<file path="src/rtl/fetch_ctrl.sv">
// Three-phase instruction fetch sequencer: FETCH latches the ROM word, DECODE presents it,
// EXEC retires it (advances or jumps the PC). Supports stall, halt/resume and a sync active-low reset.
module fetch_ctrl #(
   parameter logic [3:0] RESET_PC = 4'h0
) (
   input  logic       clk_cpu,
   input  logic       reset,
   input  logic       stall,
   input  logic       halt_req,
   input  logic       resume,
   input  logic       jmp_en,
   input  logic [3:0] jmp_adrs,
   input  logic [7:0] rom_dat,
   output logic [3:0] rom_adrs,
   output logic [3:0] pc_out,
   output logic [3:0] op,
   output logic [3:0] im,
   output logic       exec_strobe,
   output logic       halted,
   output logic [7:0] instr_cnt
);

   localparam int unsigned ADDR_W = 4;
   localparam int unsigned DATA_W = 8;
   localparam int unsigned CNT_W  = 8;

   typedef enum logic [1:0] {
      S_FETCH  = 2'd0,
      S_DECODE = 2'd1,
      S_EXEC   = 2'd2,
      S_HALT   = 2'd3
   } state_t;

   state_t              state_q, state_d;
   logic [ADDR_W-1:0]   pc_q, pc_d;
   logic [DATA_W-1:0]   ir_q, ir_d;
   logic [CNT_W-1:0]    cnt_q, cnt_d;

   // State register; reset overrides every other input.
   always_ff @(posedge clk_cpu) begin
      if (!reset) begin
         state_q <= S_FETCH;
         pc_q    <= RESET_PC;
         ir_q    <= DATA_W'(0);
         cnt_q   <= CNT_W'(0);
      end else begin
         state_q <= state_d;
         pc_q    <= pc_d;
         ir_q    <= ir_d;
         cnt_q   <= cnt_d;
      end
   end

   // Next-state logic; stall freezes every active phase but not HALT.
   always_comb begin
      state_d = state_q;
      pc_d    = pc_q;
      ir_d    = ir_q;
      cnt_d   = cnt_q;
      unique case (state_q)
         S_FETCH: begin
            if (!stall) begin
               ir_d    = rom_dat;
               state_d = S_DECODE;
            end
         end
         S_DECODE: begin
            if (!stall) begin
               state_d = S_EXEC;
            end
         end
         S_EXEC: begin
            if (!stall) begin
               pc_d    = jmp_en ? jmp_adrs : pc_q + ADDR_W'(1);
               cnt_d   = cnt_q + CNT_W'(1);
               state_d = halt_req ? S_HALT : S_FETCH;
            end
         end
         S_HALT: begin
            if (resume) begin
               state_d = S_FETCH;
            end
         end
         default: state_d = S_FETCH;
      endcase
   end

   assign rom_adrs    = pc_q;
   assign pc_out      = pc_q;
   assign op          = ir_q[7:4];
   assign im          = ir_q[3:0];
   assign exec_strobe = (state_q == S_EXEC) && !stall;
   assign halted      = (state_q == S_HALT);
   assign instr_cnt   = cnt_q;

endmodule

</file>
<file path="config.mk">
export PLATFORM = sky130hd
export DESIGN_NAME = fetch_ctrl
export DESIGN_NICKNAME = d
export VERILOG_FILES = /design/src/rtl/fetch_ctrl.sv
export SDC_FILE = /design/constraint.sdc
export NUM_CORES = 1
export LEC_CHECK = 0
export BUFFER_PORTS_ARGS = -buffer_cell sky130_fd_sc_hd__buf_2
export CAP_MARGIN = 20
export CORE_MARGIN = 2
export CORE_UTILIZATION = 48
export CTS_BUF_LIST = sky130_fd_sc_hd__clkbuf_2
export DETAILED_ROUTE_END_ITERATION = 10
export GPL_TIMING_DRIVEN = 0
export PLACE_DENSITY = 0.81
export SLEW_MARGIN = 10
export SYNTH_ARGS = -nofsm -noshare
export SYNTH_HDL_FRONTEND = slang
export SYNTH_SLANG_ARGS = --single-unit
export TNS_END_PERCENT = 100
</file>
<file path="constraint.sdc">
create_clock -name clk_cpu -period 2 [get_ports clk_cpu]
set_input_delay 0.4 -clock clk_cpu [delete_from_list [all_inputs] [get_ports clk_cpu]]
set_output_delay 0.4 -clock clk_cpu [all_outputs]
set_load 0.03 [all_outputs]
</file>
==> impl_metrics.env, run 1 <==
export IMPL_p_total_mw=0.757
export IMPL_cts_sinks=22
export IMPL_syn_area_um2=1010
export IMPL_die_height_um=49.8
export IMPL_viasPerCell=5.13
export IMPL_cp_end_kind="primary output"
export IMPL_grt_overflow=0
export IMPL_final_util_pct=64.7
export IMPL_finalWirelength_mm=2.03
export IMPL_drt_iter0_drc=9
export IMPL_cts_inserted_buffers=3
export IMPL_power_density_nw_per_um2=596
export IMPL_start_kind="register"
export IMPL_portBuffers=42
export IMPL_fp_coreArea_um2=1960
export IMPL_async_flop_share_pct=0
export IMPL_syn_to_final_growth_pct=26.1
export IMPL_hold_viol=0
export IMPL_fmax_mhz=532
export IMPL_switchingPower_mw=0.207
export IMPL_antenna_found_initial=0
export IMPL_layout_nets=177
export IMPL_drtPass1Iterations=4
export IMPL_rsz0062_at_grt="no"
export IMPL_yosysMostFrequentCell="dfxtp_1"
export IMPL_grt_pass1_vias=788
export IMPL_dp_cells=180
export IMPL_yosys_warnings=0
export IMPL_worstSetupPathType="reg -> out"
export IMPL_start_util_pct=51.3
export IMPL_netSwitchingFraction_pct=27.4
export IMPL_yosys_area_top_type="dfxtp_1"
export IMPL_layout_drive_gt1_share_pct=34.2
export IMPL_htree_levels=1
export IMPL_chipWidth_um=49.8
export IMPL_drv_slew=0
export IMPL_arrival_ps=1480
export IMPL_clockBufferDepth=2
export IMPL_required_ps=1600
export IMPL_synth_cell_types=32
export IMPL_rows=16
export IMPL_grt_first_pass_wirelength_mm=3.33
export IMPL_place_congestion=0.760
export IMPL_syn_inst=111
export IMPL_combPwrFrac_pct=17.8
export IMPL_routedWlPerCell_um=11.1
export IMPL_final_antenna_net_count=0
export IMPL_status="complete, no violations"
export IMPL_synthFlopType="dfxtp_1"
export IMPL_fin_cells=182
export IMPL_clkPwrFrac_pct=20.6
export IMPL_cts_tree="built"
export IMPL_hp_class="in -> reg"
export IMPL_dieArea_um2=2480
export IMPL_gr_usage_all_layers_pct=16.8
export IMPL_ys_ff_latch=22
export IMPL_peakVddDrop_uv=330
export IMPL_path_clk_slew_ps=180
export IMPL_tightest_slew_ps=790
export IMPL_yosys_area_top_type_share_pct=43.8
export IMPL_grt_max_degree=12
export IMPL_clkLatencyLatePin_ps=290
export IMPL_finalSetupViolCount=0
export IMPL_fin_skew_ps=7.79
export IMPL_synth_area_leaders="dfxtp_1 44%, mux2i_1 11%, buf_4 4.5%, nor2_1 4.5%, a21oi_1 3.5%"
export IMPL_whs_ps=330
export IMPL_synth_seq_area_share_pct=43.8
export IMPL_p_int_mw=0.549
export IMPL_synth_edff_count=0
export IMPL_drc_errors=0
export IMPL_critical_path_max_fanout=13
export IMPL_hpwlAfterDp_mm=1.61
export IMPL_slew_headroom_pct=47.1
export IMPL_timing_max_cap_violations=0
export IMPL_diodes=0
export IMPL_io_pins=44
export IMPL_clock_root_buffer="clkbuf_2"
export IMPL_p_leak_nw=0.624
export IMPL_syn_num_nets=131
export IMPL_post_route_period_util_pct=93.9
export IMPL_synth_top_cells_by_count="22 x dfxtp_1, 12 x nor2_1, 11 x mux2i_1"
export IMPL_synth_area_per_cell_um2=9.06
export IMPL_finalCriticalPeriod_ps=1880
export IMPL_setup_tns_final_ps=0
export IMPL_p_seq_share_pct=61.7
export IMPL_vias=933
[power by group through the flow]
stage / clock network, mW / registers [mW] / logic, mW
global route: 0.185 / 0.470 / 0.145
detailed placement: 0 / 0.475 / 0.135
floorplan: 0 / 0.502 / 0.0625
global placement: 0 / 0.474 / 0.131
finish: 0.155 / 0.466 / 0.135
CTS: 0.162 / 0.467 / 0.137
[state kept, by name (all words and copies together) (netlist names)]
signal	count
pc_out	4
ir_q	8
state_q	2
instr_cnt	8
[critical path, stage by stage (launching register included)]
cell      delay (ps)
dfxtp_1          350
buf_4            130
or3b_4           460
clkinv_4         110
buf_6            130
[cells in the final DEF, fill, tap and decap left out, types with 2 or more instances in the layout]
cell type / instances
and3_1: 2
inv_1: 3
buf_4: 5
clkbuf_2: 3
mux2i_1: 11
or3_1: 2
nand2_1: 9
a21oi_1: 7
dfxtp_1: 22
nand2b_1: 2
buf_2: 41
o21ai_0: 5
ha_1: 2
nand3_1: 4
or4_1: 2
nor2_1: 12
o31ai_1: 2
and2_1: 2
xnor2_1: 2
[cell type report]
type	instances	area, um^2
Timing Repair Buffer	42	216
Sequential cell	22	440
Multi-Input combinational cell	76	494
Buffer	7	45.0
Fill cell	204	693
Inverter	5	23.8
Clock buffer	3	15.0
Tap cell	27	33.8
[logic make-up after synthesis]
| group | Yosys count | share of synthesized area (%) |
|---|---|---|
| muxes | 11 | 10.9 |
| xor gates and xnor gates | 2 | 1.74 |
| DFF | 22 | 43.8 |
| and+or+nand+nor | 40 | 20.8 |
| AOI/OAI and AO/OA | 21 | 13.2 |
| adders and majority gates | 2 | 2.49 |
| buffers and inverters | 13 | 7.09 |
[metrics by stage]
stage,cell area (um^2),setup slack [ps]
after floorplan,1010,397
after global placement,1250,138
after detailed placement,1250,140
after CTS,1280,22.6
after global routing,1270,18.5
final,1270,121
[routing by layer]
| layer | wire [um] | global-route usage [%] | vias up |
|---|---|---|---|
| met3 | 131 | 3.33 | 0 |
| li1 | - | - | 477 |
| met4 | 0 | 4.17 | 0 |
| met1 | 905 | 20.4 | 423 |
| met5 | 0 | 0 | - |
| met2 | 989 | 30.0 | 33 |
[what timing repair did]
| action | in CTS | in global routing |
|---|---|---|
| endpoints found under the setup margin | 1 | 1 |
| hold endpoints to repair | 0 | 0 |
| resized for setup | 4 | 0 |
| hold buffers | 0 | 0 |
| buffers inserted | 0 | 0 |
| pin swaps | 0 | 0 |
[path summary, 6_finish.rpt]
check | slack (ps) | endpoint | start | depth (start not counted)
max | 120 | exec_strobe | state_q[1]$_SDFFE_PN0P_ | 4
min reg2reg | 500 | instr_cnt[7]$_SDFFE_PN0P_ | instr_cnt[7]$_SDFFE_PN0P_ | 2
min | 330 | ir_q[0]$_SDFFE_PN0P_ | rom_dat[0] | 3
max reg2reg | 330 | instr_cnt[5]$_SDFFE_PN0P_ | state_q[1]$_SDFFE_PN0P_ | 4
(Power assumes the default switching activity.)
==> inputs of run 2 (changes only) <==
Settings changed: HOLD_SLACK_MARGIN from default to 0.12, SETUP_SLACK_MARGIN from default to 0.2.
==> run 2 against run 1 <==
Sequential cell count stayed put; utilization is 3.3 points higher; wire length is 5.4% higher; hold slack worse by 5.1 ps; largest power group unchanged.
==> impl_metrics.env, run 2 (synthesis gave the netlist of run 1 again) <==
export IMPL_drtPass1Iterations=4
export IMPL_clock_root_buffer="clkbuf_2"
export IMPL_chipWidth_um=49.8
export IMPL_required_ps=1600
export IMPL_syn_to_final_growth_pct=32.6
export IMPL_rows=16
export IMPL_grt_first_pass_wirelength_mm=3.49
export IMPL_diodes=0
export IMPL_dieArea_um2=2480
export IMPL_hp_class="in -> reg"
export IMPL_drv_slew=0
export IMPL_hpwlAfterDp_mm=1.61
export IMPL_tightest_slew_ps=787
export IMPL_htree_levels=1
export IMPL_cp_end_kind="primary output"
export IMPL_min_path_cells=3
export IMPL_multiInputGateArea_um2=500
export IMPL_drt_iter0_drc=7
export IMPL_drc_errors=0
export IMPL_finalWirelength_mm=2.14
export IMPL_r2r_slack_ps=320
export IMPL_p_total_mw=0.770
export IMPL_timing_max_cap_violations=0
export IMPL_p_seq_share_pct=60.7
export IMPL_worstSetupPathType="reg -> out"
export IMPL_hold_end="ir_q[0]$_SDFFE_PN0P_"
export IMPL_p_int_mw=0.556
export IMPL_layout_nets=182
export IMPL_r2r_cells=5
export IMPL_wl_met1_um=933
export IMPL_final_antenna_net_count=0
export IMPL_portBuffers=42
export IMPL_cts_tree="built"
export IMPL_combPwrFrac_pct=18.5
export IMPL_switchingPower_mw=0.214
export IMPL_place_ws_ps=140
export IMPL_fp_coreArea_um2=1960
export IMPL_power_density_nw_per_um2=577
export IMPL_p_leak_nw=0.655
export IMPL_peakVddDrop_uv=362
export IMPL_io_pins=44
export IMPL_rsz0062_at_grt="yes"
export IMPL_clockBufferDepth=2
export IMPL_place_congestion=0.760
export IMPL_fin_skew_ps=6.40
export IMPL_cts_sinks=22
export IMPL_fmax_mhz=550
export IMPL_fill_cells=182
export IMPL_grt_overflow=0
export IMPL_die_height_um=49.8
export IMPL_postCtsHoldBufs=0
export IMPL_start_kind="register"
export IMPL_worstReg2RegStart="state_q[1]$_SDFFE_PN0P_"
export IMPL_wl_met3_um=120
export IMPL_slew_headroom_pct=47.2
export IMPL_start_util_pct=51.3
export IMPL_routedWlPerCell_um=11.4
export IMPL_status="complete, no violations"
export IMPL_finalCriticalPeriod_ps=1820
export IMPL_vias=953
export IMPL_worstSetupStartpoint="state_q[1]$_SDFFE_PN0P_"
export IMPL_cts_inserted_buffers=3
export IMPL_layout_drive_gt1_share_pct=38.1
export IMPL_critical_path_max_fanout=2
export IMPL_setup_ws_ps=181
export IMPL_final_seq_area_um2=443
export IMPL_grt_max_degree=12
export IMPL_finalSetupViolCount=0
export IMPL_fin_cells=187
export IMPL_gr_usage_all_layers_pct=17.6
export IMPL_top_layer="met4"
export IMPL_grt_pass1_vias=825
export IMPL_final_common_cell="buf_2"
export IMPL_setup_tns_final_ps=0
export IMPL_post_route_period_util_pct=91.0
export IMPL_dp_cells=180
export IMPL_arrival_ps=1420
export IMPL_rr_endpoint="ir_q[1]$_SDFFE_PN0P_"
export IMPL_layout_common_cells="41 x buf_2, 20 x dfxtp_1, 12 x nor2_1, 11 x mux2i_1, 9 x nand2_1"
export IMPL_final_util_pct=68.0
export IMPL_antenna_found_initial=0
export IMPL_path_clk_slew_ps=190
export IMPL_hold_viol=0
export IMPL_met2WireLength_mm=1.08
export IMPL_clkPwrFrac_pct=20.7
export IMPL_min_delay_start="rom_dat[0]"
export IMPL_viasPerCell=5.10
export IMPL_netSwitchingFraction_pct=27.8
export IMPL_clkLatencyLatePin_ps=300
run 2: power by group through the flow:
stage	Clock, mW	Combinational, mW	Sequential (mW)
after floorplan	0	0.0625	0.502
after global placement	0	0.131	0.474
after detailed placement	0	0.135	0.475
after CTS	0.162	0.143	0.467
after global routing	0.187	0.153	0.471
final	0.160	0.143	0.468
run 2: routing by layer:
| metal | vias to the layer above | global-route usage (%) |
|---|---|---|
| li1 | 485 | - |
| met4 | 0 | 4.17 |
| met2 | 30 | 32.2 |
| met5 | - | 0 |
| met1 | 436 | 20.9 |
| met3 | 2 | 3.33 |
run 2: how the worst max path moves through the flow:
stage / endpoint / slack (ps) / depth (start not counted)
floorplan: instr_cnt[4]$_SDFFE_PN0P_ / 400 / 4
global placement: exec_strobe / 140 / 5
detailed placement: exec_strobe / 140 / 5
CTS: exec_strobe / 200 / 5
global route: exec_strobe / 110 / 5
finish: exec_strobe / 180 / 5
run 2: worst max-delay path, stage by stage, from the launching register on:
cell and delay [ps]:
dfxtp_2 360, buf_6 90, or3b_4 380, buf_6 140, clkinv_8 40, buf_8 100
run 2: final cells by class:
cell class | count | share of cell area, %
Multi-Input combinational cell | 76 | 37.5
Inverter | 5 | 2.35
Buffer | 8 | 4.50
Sequential cell | 22 | 33.2
Timing Repair Buffer | 46 | 18.8
Clock buffer | 3 | 1.13
Tap cell | 27 | 2.53
run 2: timing repair:
item,4_1_cts,5_1_grt
buffers inserted,4,0
setup endpoints to repair,1,2
gates resized for setup,9,2
run 2: through the flow:
step	instance area, um^2	hold WS, ps
detailed placement	1250	472
CTS	1330	324
finish	1330	325
floorplan	1010	533
global placement	1250	466
global route	1330	298
